===== src/rtl/core_muldiv.sv =====
// Iterative RV32M multiply/divide unit.
// One operation at a time: shift-add multiply or restoring divide over operand
// magnitudes, UNROLL bits per cycle, then a single sign-fix cycle. Latency is
// fixed at XLEN/UNROLL + 2 cycles from acceptance to the done pulse.
module core_muldiv #(
    parameter int XLEN   = 32,
    parameter int UNROLL = 1
) (
    input  logic            clk,
    input  logic            resetb,
    input  logic            valid_in,
    input  logic [2:0]      funct3,
    input  logic [XLEN-1:0] op_a,
    input  logic [XLEN-1:0] op_b,
    input  logic            kill,
    output logic            busy,
    output logic            done,
    output logic [XLEN-1:0] result
);

    localparam int ITERS = XLEN / UNROLL;
    localparam int CW    = $clog2(ITERS + 1);

    localparam logic [2:0] F_MUL    = 3'b000;
    localparam logic [2:0] F_MULH   = 3'b001;
    localparam logic [2:0] F_MULHSU = 3'b010;
    localparam logic [2:0] F_MULHU  = 3'b011;
    localparam logic [2:0] F_DIV    = 3'b100;
    localparam logic [2:0] F_DIVU   = 3'b101;
    localparam logic [2:0] F_REM    = 3'b110;
    localparam logic [2:0] F_REMU   = 3'b111;

    typedef enum logic [1:0] {IDLE, ITER, FIX, DONE} state_t;

    state_t            state;
    logic [CW-1:0]     cnt;
    logic [2:0]        op_f3;
    logic              neg_a, neg_b;
    logic [XLEN-1:0]   mag_a, mag_b;
    // hi: partial product high word (multiply) or partial remainder (divide).
    // lo: multiplier shifting out (multiply) or dividend/quotient (divide).
    logic [XLEN:0]     hi;
    logic [XLEN-1:0]   lo;

    logic              neg_a_in, neg_b_in;
    logic [XLEN-1:0]   mag_a_in, mag_b_in;
    logic [XLEN:0]     hi_n, sum;
    logic [XLEN-1:0]   lo_n;
    logic [2*XLEN-1:0] prod, prod_s;
    logic [XLEN-1:0]   fix_res;

    assign busy = (state != IDLE);
    assign done = (state == DONE);

    // Operand sign flags and magnitudes for the incoming request.
    always_comb begin
        neg_a_in = op_a[XLEN-1] && (funct3 == F_MULH || funct3 == F_MULHSU ||
                                    funct3 == F_DIV  || funct3 == F_REM);
        neg_b_in = op_b[XLEN-1] && (funct3 == F_MULH || funct3 == F_DIV ||
                                    funct3 == F_REM);
        mag_a_in = neg_a_in ? -op_a : op_a;
        mag_b_in = neg_b_in ? -op_b : op_b;
    end

    // One iteration step: UNROLL bits of shift-add or restoring divide.
    always_comb begin
        // NOTE: every variable gets a default before any branch so no latch is
        // inferred; blocking assignments here chain the unrolled bit steps.
        hi_n = hi;
        lo_n = lo;
        sum  = '0;
        for (int i = 0; i < UNROLL; i++) begin
            if (op_f3[2]) begin
                hi_n = {hi_n[XLEN-1:0], lo_n[XLEN-1]};
                lo_n = {lo_n[XLEN-2:0], 1'b0};
                if (hi_n >= {1'b0, mag_b}) begin
                    hi_n    = hi_n - {1'b0, mag_b};
                    lo_n[0] = 1'b1;
                end
            end else begin
                sum  = {1'b0, hi_n[XLEN-1:0]} + (lo_n[0] ? {1'b0, mag_a} : '0);
                lo_n = {sum[0], lo_n[XLEN-1:1]};
                hi_n = {1'b0, sum[XLEN:1]};
            end
        end
    end

    // Sign correction and result selection used in the FIX cycle.
    always_comb begin
        prod    = {hi[XLEN-1:0], lo};
        prod_s  = (neg_a ^ neg_b) ? -prod : prod;
        fix_res = '0;
        case (op_f3)
            F_MUL:                      fix_res = prod_s[XLEN-1:0];
            F_MULH, F_MULHSU, F_MULHU:  fix_res = prod_s[2*XLEN-1:XLEN];
            F_DIV, F_DIVU: begin
                // Divide by zero returns all ones regardless of dividend sign.
                if (mag_b == '0)          fix_res = '1;
                else if (neg_a ^ neg_b)   fix_res = -lo;
                else                      fix_res = lo;
            end
            F_REM, F_REMU:              fix_res = neg_a ? -hi[XLEN-1:0] : hi[XLEN-1:0];
            default:                    fix_res = '0;
        endcase
    end

    // Control FSM with operand, datapath and result registers.
    always_ff @(posedge clk or negedge resetb) begin
        // NOTE: sequential state uses non-blocking assignments only.
        if (!resetb) begin
            state  <= IDLE;
            cnt    <= '0;
            op_f3  <= '0;
            neg_a  <= 1'b0;
            neg_b  <= 1'b0;
            mag_a  <= '0;
            mag_b  <= '0;
            hi     <= '0;
            lo     <= '0;
            result <= '0;
        end else begin
            case (state)
                IDLE: begin
                    if (valid_in && !kill) begin
                        state <= ITER;
                        cnt   <= ITERS[CW-1:0];
                        op_f3 <= funct3;
                        neg_a <= neg_a_in;
                        neg_b <= neg_b_in;
                        mag_a <= mag_a_in;
                        mag_b <= mag_b_in;
                        hi    <= '0;
                        lo    <= funct3[2] ? mag_a_in : mag_b_in;
                    end
                end
                ITER: begin
                    if (kill) begin
                        state <= IDLE;
                    end else begin
                        hi  <= hi_n;
                        lo  <= lo_n;
                        cnt <= cnt - CW'(1);
                        if (cnt == CW'(1)) state <= FIX;
                    end
                end
                FIX: begin
                    if (kill) begin
                        state <= IDLE;
                    end else begin
                        result <= fix_res;
                        state  <= DONE;
                    end
                end
                DONE:    state <= IDLE;
                default: state <= IDLE;
            endcase
        end
    end

endmodule


===== config.mk =====
export PLATFORM = sky130hd
export DESIGN_NAME = core_muldiv
export DESIGN_NICKNAME = d
export VERILOG_FILES = /design/src/rtl/core_muldiv.sv
export SDC_FILE = /design/constraint.sdc
export NUM_CORES = 1
export LEC_CHECK = 0
export CORE_ASPECT_RATIO = 0.5
export CORE_MARGIN = 2
export CORE_UTILIZATION = 60
export CTS_BUF_LIST = sky130_fd_sc_hd__clkbuf_4
export CTS_CLUSTER_SIZE = 14
export DETAILED_ROUTE_END_ITERATION = 6
export GPL_ROUTABILITY_DRIVEN = 0
export GPL_TIMING_DRIVEN = 1
export PLACE_DENSITY = 0.78
export SETUP_SLACK_MARGIN = 0.2
export SYNTH_ARGS = -nofsm -noshare
export SYNTH_HDL_FRONTEND = slang
export SYNTH_SLANG_ARGS = --single-unit

===== constraint.sdc =====
create_clock -name clk -period 4.6 [get_ports clk]
set_clock_uncertainty 0.1 [all_clocks]
set_input_delay 0.46 -clock clk [delete_from_list [all_inputs] [get_ports clk]]
set_output_delay 0.46 -clock clk [all_outputs]
set_load 0.005 [all_outputs]

# Yosys cells after proc, flatten, opt, wreduce, memory -nomap -nowiden

Index checks and enable logic that the tools add are counted.
Widths: inputs -> output; s select.

Register bits: 173
Input port bits: 71
Output and inout bits: 34
Word-level logic and storage cells: 87

Add/subtract/negate cells: 8
$lt $le $gt $ge: 1
Equality and inequality tests: 18
Muxes and demuxes: 27
Bitwise logic cells: 2
Reduce and logical (&&, ||, !) cells: 21

Operator list:

| cell                | count |
|---|---|
| $mux 32             | 14 |
| $neg 32->32         | 4 |
| $pmux 32 s2         | 2 |
| $pmux 32 s4         | 1 |
| $mux 64             | 1 |
| $neg 64->64         | 1 |
| $add 32x32->33      | 1 |
| $ge 33x32->1        | 1 |
| $logic_not 32->1    | 1 |
| $sub 32x32->32      | 1 |
| $eq 3x3->1 const B  | 6 |
| $mux 6              | 2 |
| $pmux 6 s2          | 1 |
| $eq 3x2->1 const B  | 3 |
| $mux 2              | 4 |
| $pmux 2 s4          | 1 |
| $eq 3x1->1 const B  | 2 |
| $eq 6x1->1 const B  | 1 |
| $reduce_and 2->1    | 3 |
| $sub 6x1->6 const B | 1 |
| $logic_or 1x1->1    | 5 |
| $eq 2x2->1 const B  | 2 |
| $ne 2x2->1 const B  | 2 |
| $reduce_bool 2->1   | 2 |
| other kinds (12)    | 15 |

# Depth between registers and ports, before layout

Depth in word-level cells: 9
Mapped depth: 14
Mapped depth without buffers: 13

# Worst setup path before layout

No wires, ideal clock.

Path type: register to register
Start: register lo[0]
End: register hi[22]
Library setup time: 121 ps
Arrival: 2,946 ps
Data required time: 4,379 ps
Slack: 1,433 ps
Cell stages (with the launch flop): 14
Buffers on the path: 2
Clock period less this slack: 3,167 ps
Cell sequence: dfrtp_1 clkbuf_1 clkbuf_1 and2_1 ha_1 o211ai_1 o21ai_0 o2111ai_1 a21oi_1 nor2_1 o41ai_1 xnor2_1 a21oi_1 a22o_1

Word-level cells in the longest chain between the ends: 5

RTL lines:

| what                     | RTL line | text |
|---|---|---|
| start: declaration       | 43       | `logic [XLEN-1:0] lo;` |
| start signal: assignment | 133      | `lo <= funct3[2] ? mag_a_in : mag_b_in;` |
| start signal: assignment | 141      | `lo <= lo_n;` |
| $mux 32                  | 81       | `sum = {1'b0, hi_n[XLEN-1:0]} + (lo_n[0] ? {1'b0, mag_a} : '0);` |
| $add 32x32->33           | 81       |  |
| $mux 32                  | 73       | `if (op_f3[2]) begin` |
| $mux 32                  | 137      | `if (kill) begin` |
| $pmux 32 s2              | 122      | `case (state)` |
| end signal: assignment   | 140      | `hi <= hi_n;` |
| end: declaration         | 42       | `logic [XLEN:0] hi;` |

Every way passes these cells. The select of a mux whose other input is x is not followed.
A chain may end at the register's enable or synchronous reset.

# Worst setup path after layout

Start: register hi[2]
End: register hi[3]

Word-level cells in the longest chain between the ends: 5
Elaborated cells on any way between the ends: 7
Those cells by class: 2 x add/sub; 1 x order compare; 4 x mux

RTL lines:

| what                                                  | RTL line | text |
|---|---|---|
| $sub 32x32->32 / $ge 33x32->1 (equally long branches) | 77, 76   |  |
| $mux 32                                               | 76       | `if (hi_n >= {1'b0, mag_b}) begin` |
| $mux 32 *                                             | 73       |  |
| $mux 32 *                                             | 137      |  |
| $pmux 32 s2 *                                         | 122      |  |

Every way passes the cells marked *; elsewhere a longest branch is shown, timed or not. The select of a mux whose other input is x is not followed.

==> reports/qor.yml <==
path_delay_family: "compound AO/OA/AOI/OAI gates"
synth_area_sq_mm: 0.0159
finalWirelength_um: 55800
finalHoldViolCount: 0
via_per_inst: 6.73
syn_nets: 2191
synth_cell_types: 85
worst-path-buf-inv: 1
yosys.area.top_type_share_pct: 27.2
cp.depth: 11
die_width_um: 234
cts_buffers: 17
dp_hpwl_um: 43200
finalNetCount: 2205
p_per_area_mw_per_mm2: 668
tightest_slew_ns: 1.12
crit_chain: "ha_1 > nand3_1 > o21bai_1 > and2_1 > o21ai_0 > a211oi_1 > o211ai_1 > buf_4 > mux2_2 > a21oi_1 > nor2_1"
post_cts_resized: 0
violations: "DRC"
cts.clk_slew.worst_paths_ns: 0.18
grt_pass1_wl_um: 85400
cts_max_level: 4
post-place-ws_ns: 1.03
drv_slew: 0
firstDrtPassIters: 7
cts_tree: "yes"
grt_setup_unrepaired: "no"
wl_per_cell_um: 22.9
synth.area.top_cells: "dfrtp_1 (27%), o21ai_0 (6.3%), xnor2_1 (5.9%), a21oi_1 (5.9%), nand2_1 (5.7%)"
cp_slowest_cell: "dfrtp_1"
synth-main-ff-cell: "dfrtp_1"
final-setup-viol-count: 0
synth-edff-count: 0
power.leakage_nw: 7.34
critPathArrivalTime_ns: 4.24
ys_top_cells_by_count: "nand2_1 (240), o21ai_0 (200), a21oi_1 (187)"
cp.required_ns: 5.10
initial_core_util_pct: 60.7
overflow: 0
startpoint_type: "flop"
fin_crit_sh_pct: 81.3
cts.path.max_buffers: 2
route.detailed.drc: 15
critPathKind: "flop to flop"
grt_max_degree: 89
synth_top_area_cell: "dfrtp_1"
outcome: "complete, but fails checks"
hold_path.class: "input pin to asynchronous set/reset pin"
slew_headroom_pct: 25.2
yosysMostFrequentCell: "nand2_1"
coreArea_sq_mm: 0.0262
synthArstFlopShare_pct: 100
cp_slowest_stage_delay_ns: 0.56
dieArea_sq_mm: 0.0279
ys_ff_latch: 173
fmax_ghz: 0.267
clkLatencyLatePin_ns: 0.68
ys_seq_area_share_pct: 27.2
cts.sinks: 173
setup_tns_ns: 0
fin_ws_ns: 0.859
ff2ff_path_depth: 11
drtIter0Drc: 2379
vdd_drop_max_mv: 0.326
syn_inst: 2048
ios: 105
area_growth_pct: 9.27
syn_area_per_cell_sq_um: 7.77
place.port_buffers: 104
root_buffer: "clkbuf_4"
grt_pass1_vias: 14600
drv_cap: 0
vias: 16400
die_h_um: 119
detail-route-antenna-nets: 0
antenna_found_initial: 6
rows: 42
drive_gt1_share_pct: 5.83
end_kind: "flop"
yosys_warnings: 0
layout_min_cycle_time_ns: 3.74
worst-path-max-fanout: 34
grt_usage_pct: 40.7
[path summary, 6_finish.rpt]
check                                   to  slack [ns]  startpoint
worst min register to register  result[16]        0.40  result[16]
worst max-delay path                 hi[3]        0.86       hi[2]
min in group clk                  op_f3[1]        0.35   funct3[1]
max in group asynchronous       result[26]        3.09      resetb
worst max register to register       hi[3]        0.86       hi[2]
worst min-delay path              mag_a[7]        0.28      resetb
[cell usage in the layout, fill, tap and decap left out, types with 69 or more instances in the layout]
cell	netlist	layout
a21oi_1	187	187
clkdlybuf4s50_1	0	103
dfrtp_1	173	172
ha_1	70	70
inv_1	69	69
nand2_1	240	240
nor2_1	146	145
o21ai_0	200	200
xnor2_1	108	108
xor2_1	93	93
[routing by layer]
metal / part of all wire [%] / GRT usage, % / vias to the layer above
met4: 3.3 / 13.8 / 0
met2: 39 / 53.3 / 1042
met3: 15 / 17.1 / 153
met5: 0 / 0 / -
li1: - / - / 7399
met1: 42 / 59.0 / 7764
[metrics by stage]
step	util (%)	instances	total power (W)	hold slack, ns	instance area (sq um)
2_1_floorplan	-	2048	0.00806	0.0644	15900
3_3_place_gp	65.2	2394	0.0102	0.355	17100
3_5_place_dp	65.2	2394	0.0104	0.363	17100
4_1_cts	66.2	2427	0.0113	0.308	17400
5_1_grt	66.3	2430	0.0124	0.302	17400
6_report	66.3	2430	0.0116	0.280	17400
[power breakdown]
group / switching, W / internal (W)
clock network: 0.000660 / 0.000240
logic: 0.00453 / 0.00306
registers: 0.00105 / 0.00208
[state kept, by name, indices dropped and copies added (netlist names)]
register,flops
cnt,6
hi,32
neg_a,1
mag_a,32
neg_b,1
lo,32
state,2
op_f3,3
result,32
mag_b,32
[cells by family after synthesis]
group	count (synthesis)	synth area share [%]
adders and majority gates	72	5.76
xor gates and xnor gates	201	11.1
muxes	64	4.07
DFF	173	27.2
buffers and inverters	211	5.17
and+or+nand+nor	658	20.6
AOI/OAI and AO/OA	669	26.1
[area by class of cell]
cell class | instances | area [sq um]
fill | 2281 | 8840
inverter | 70 | 263
antenna | 3 | 7.51
timing repair buffer | 136 | 1310
sequential | 173 | 4330
clock inverter | 14 | 124
clock buffer | 18 | 135
multi-input combinational | 1664 | 10800
tap | 352 | 440
[repair_timing]
action,CTS,global route
buffers inserted,0,0
endpoints found under the hold margin,85,0
hold buffers,1,0
(Power assumes the default switching activity.)
==> variant, RTL diff (config.mk and constraints unchanged) <==
Encoding of `state_t`: now Gray code (2 bits for 4 states).
--- a/src/rtl/core_muldiv.sv
+++ b/src/rtl/core_muldiv.sv
@@ -31,5 +31,5 @@
     localparam logic [2:0] F_REMU   = 3'b111;
 
-    typedef enum logic [1:0] {IDLE, ITER, FIX, DONE} state_t;
+    typedef enum logic [1:0] {IDLE = 2'b00, ITER = 2'b01, FIX = 2'b11, DONE = 2'b10} state_t;
 
     state_t            state;
Function: same outputs for any inputs over 10 cycles, from zero or initial values and one cycle with resetb low; not proved beyond that.
==> variant against the original RTL <==
  * Hold slack got worse by 0.13 ns
  * Power fell by 9.5%
  * Setup slack got worse by 0.25 ns
  * Combinational power fell by 12%
  * Sequential power fell by 8.7%
  * Non-clock buffer count rose by 2
  * Area after synthesis rose by 0.56%
  * Maximum frequency fell by 6.2%
  * Sequential cell count did not move
  * Via count barely moved
  * Design area barely moved
  * Routed wire length fell by 1.1%
  * Critical path type unchanged
  * Largest cell class unchanged
==> variant: results (changes against the original RTL) <==
[routing]
routed_via_density = 6.76  ; was 6.73
postRouteAntennaNets = 0  ; unchanged
drt_pass1_iterations = 7  ; unchanged
drt-initial-drc-count = 2424  ; was 2379
drt-total-wl_um = 55200  ; was 55800 um
wl_per_cell_um = 22.8  ; was 22.9 um

[pwr]
p_leak_nw = 7.45  ; was 7.34 nW
peakVddDrop_mv = 0.459  ; was 0.326 mV

[clock_tree]
htree_levels = 4  ; unchanged
clk_pin_slew_ns = 0.17
cts_setup_buffers = 0  ; unchanged
clk_latency_ns = 0.66  ; was 0.68 ns
clock_path_buffers = 2  ; unchanged
clock-root-buffer = clkbuf_4  ; unchanged
cts_buffers = 17  ; unchanged

[logic_synthesis]
synth_warnings = 0  ; unchanged
postSynthAreaPerCell_um2 = 7.85  ; was 7.77 um^2
ys_top_cells_by_count = nand2_1 (223), o21ai_0 (214), dfrtp_1 (173)  ; was nand2_1 (240), o21ai_0 (200), a21oi_1 (187)
ys_types = 93  ; was 85
async_flop_share = 1.00  ; unchanged
ys_seq_area_frac = 0.271  ; was 0.272
synth_area_leaders = dfrtp_1 (27%), o21ai_0 (6.7%), ha_1 (5.5%)  ; was dfrtp_1 (27%), o21ai_0 (6.3%), xnor2_1 (5.9%)

[grt]
antenna_found_initial = 1  ; was 6
grt_pass1_vias = 14133  ; was 14612
grt_start_max_net_pins = 106  ; was 89
grt_pass1_wl_um = 83200  ; was 85400 um
track_usage = 0.387  ; was 0.407

[hold_path]
min-delay-path-class = in -> reg  ; was in -> async

[placement]
dpl_cell_area_um2 = 17100  ; about the same
place_inst = 2386  ; was 2394
port_buffers = 104  ; unchanged
hpwlAfterDp_um = 42700  ; was 43200 um

[worst_setup_path]
worstPathMaxFanout = 37  ; was 34
arrival_ns = 4.41  ; was 4.24 ns

[cells_and_area]
nNetsFinal = 2197  ; was 2205
drive_gt1_frac = 0.0547  ; was 0.0583
fillers = 2288  ; was 2281

[status]
status = completed  ; was finished, violations left

[sta]
worst_slew_pin_slew_ns = 1.02  ; was 1.12 ns

==> variant: changes by cell type after synthesis, sizes merged, moves of 8 or more <==
cell    before  now
a21oi      187  154
mux2i       58   83
nand2      240  223
o211ai      26   11
xnor2      108   93
a211oi      16   29
xor2        93   83
and3        10   19
inv         70   61
nand2b      16   24
nor3        41   49
==> variant: repair_timing <==
action | CTS | global route
resized for setup | 0 | 0
hold buffers | 1 | 0
hold endpoints to repair | 104 | 0
==> variant: layout make-up <==
| cell class | instances | area, um^2 | area share |
|---|---|---|---|
| flip-flops and latches | 173 | 4330 | 0.249 |
| diodes | 1 | 2.50 | 0.000144 |
| repair buffers | 138 | 1320 | 0.0760 |
| clock inverters | 13 | 160 | 0.00922 |
| inverters | 62 | 233 | 0.0134 |
| multi-input cells | 1662 | 10700 | 0.619 |
| clock buffers | 18 | 135 | 0.00778 |
| well taps | 352 | 440 | 0.0254 |
==> variant: cells by family (layout without fill, tap and decap cells) <==
kind of cell | Yosys count | count (layout) | synth area share
AO/OA/AOI/OAI | 639 | 639 | 0.251
multiplexers | 92 | 92 | 0.0583
other | 0 | 1 | 0
AND/OR/NAND/NOR | 683 | 683 | 0.208
buffers and inverters | 202 | 231 | 0.0585
XOR/XNOR | 176 | 176 | 0.0964
flip-flops | 173 | 173 | 0.271
adder cells (fa/ha/maj) | 72 | 72 | 0.0573
==> variant: power by group <==
group / internal, mW / switching, mW / total, mW
Combinational: 2.69 / 4.02 / 6.71
Sequential: 1.91 / 0.937 / 2.85
Clock: 0.340 / 0.618 / 0.958
Total: 4.94 / 5.58 / 10.5
==> variant: worst max-delay path, cell delays in order (launching register included) <==
cell,delay [ns]
dfrtp_1,0.41
buf_4,0.23
and2_1,0.18
ha_1,0.34
o211ai_1,0.21
a21oi_1,0.10
o311a_1,0.44
a21o_1,0.24
a211o_1,0.34
a2111oi_0,0.71
o31ai_1,0.18
a211oi_1,0.28
a221oi_1,0.08
==> variant: path summary, 6_finish.rpt <==
path                       startpoint          to  slack (ns)  cells after the start
setup / recovery                lo[0]      hi[31]        0.61                     12
hold / removal              funct3[2]      lo[28]        0.15                      3
setup reg to reg                lo[0]      hi[31]        0.61                     12
hold reg to reg            result[21]  result[21]        0.39                      1
max in group asynchronous      resetb  result[17]        3.12                      3
min in group asynchronous      resetb    mag_b[9]        0.35                      2
==> variant: routing by layer <==
metal	track usage	wire, um	up-vias
met1	0.586	23900	7687
met2	0.512	21300	1118
met4	0.0985	1320	0
li1	-	-	7423
met3	0.137	8660	118
met5	0	0	-
==> variant: stage by stage <==
stage                     utilization  setup slack (ns)
after floorplan                     -              1.13
after global placement          0.648             0.902
after detailed placement        0.648             0.780
after global routing            0.660             0.436
after CTS                       0.660             0.743
final                           0.660             0.613
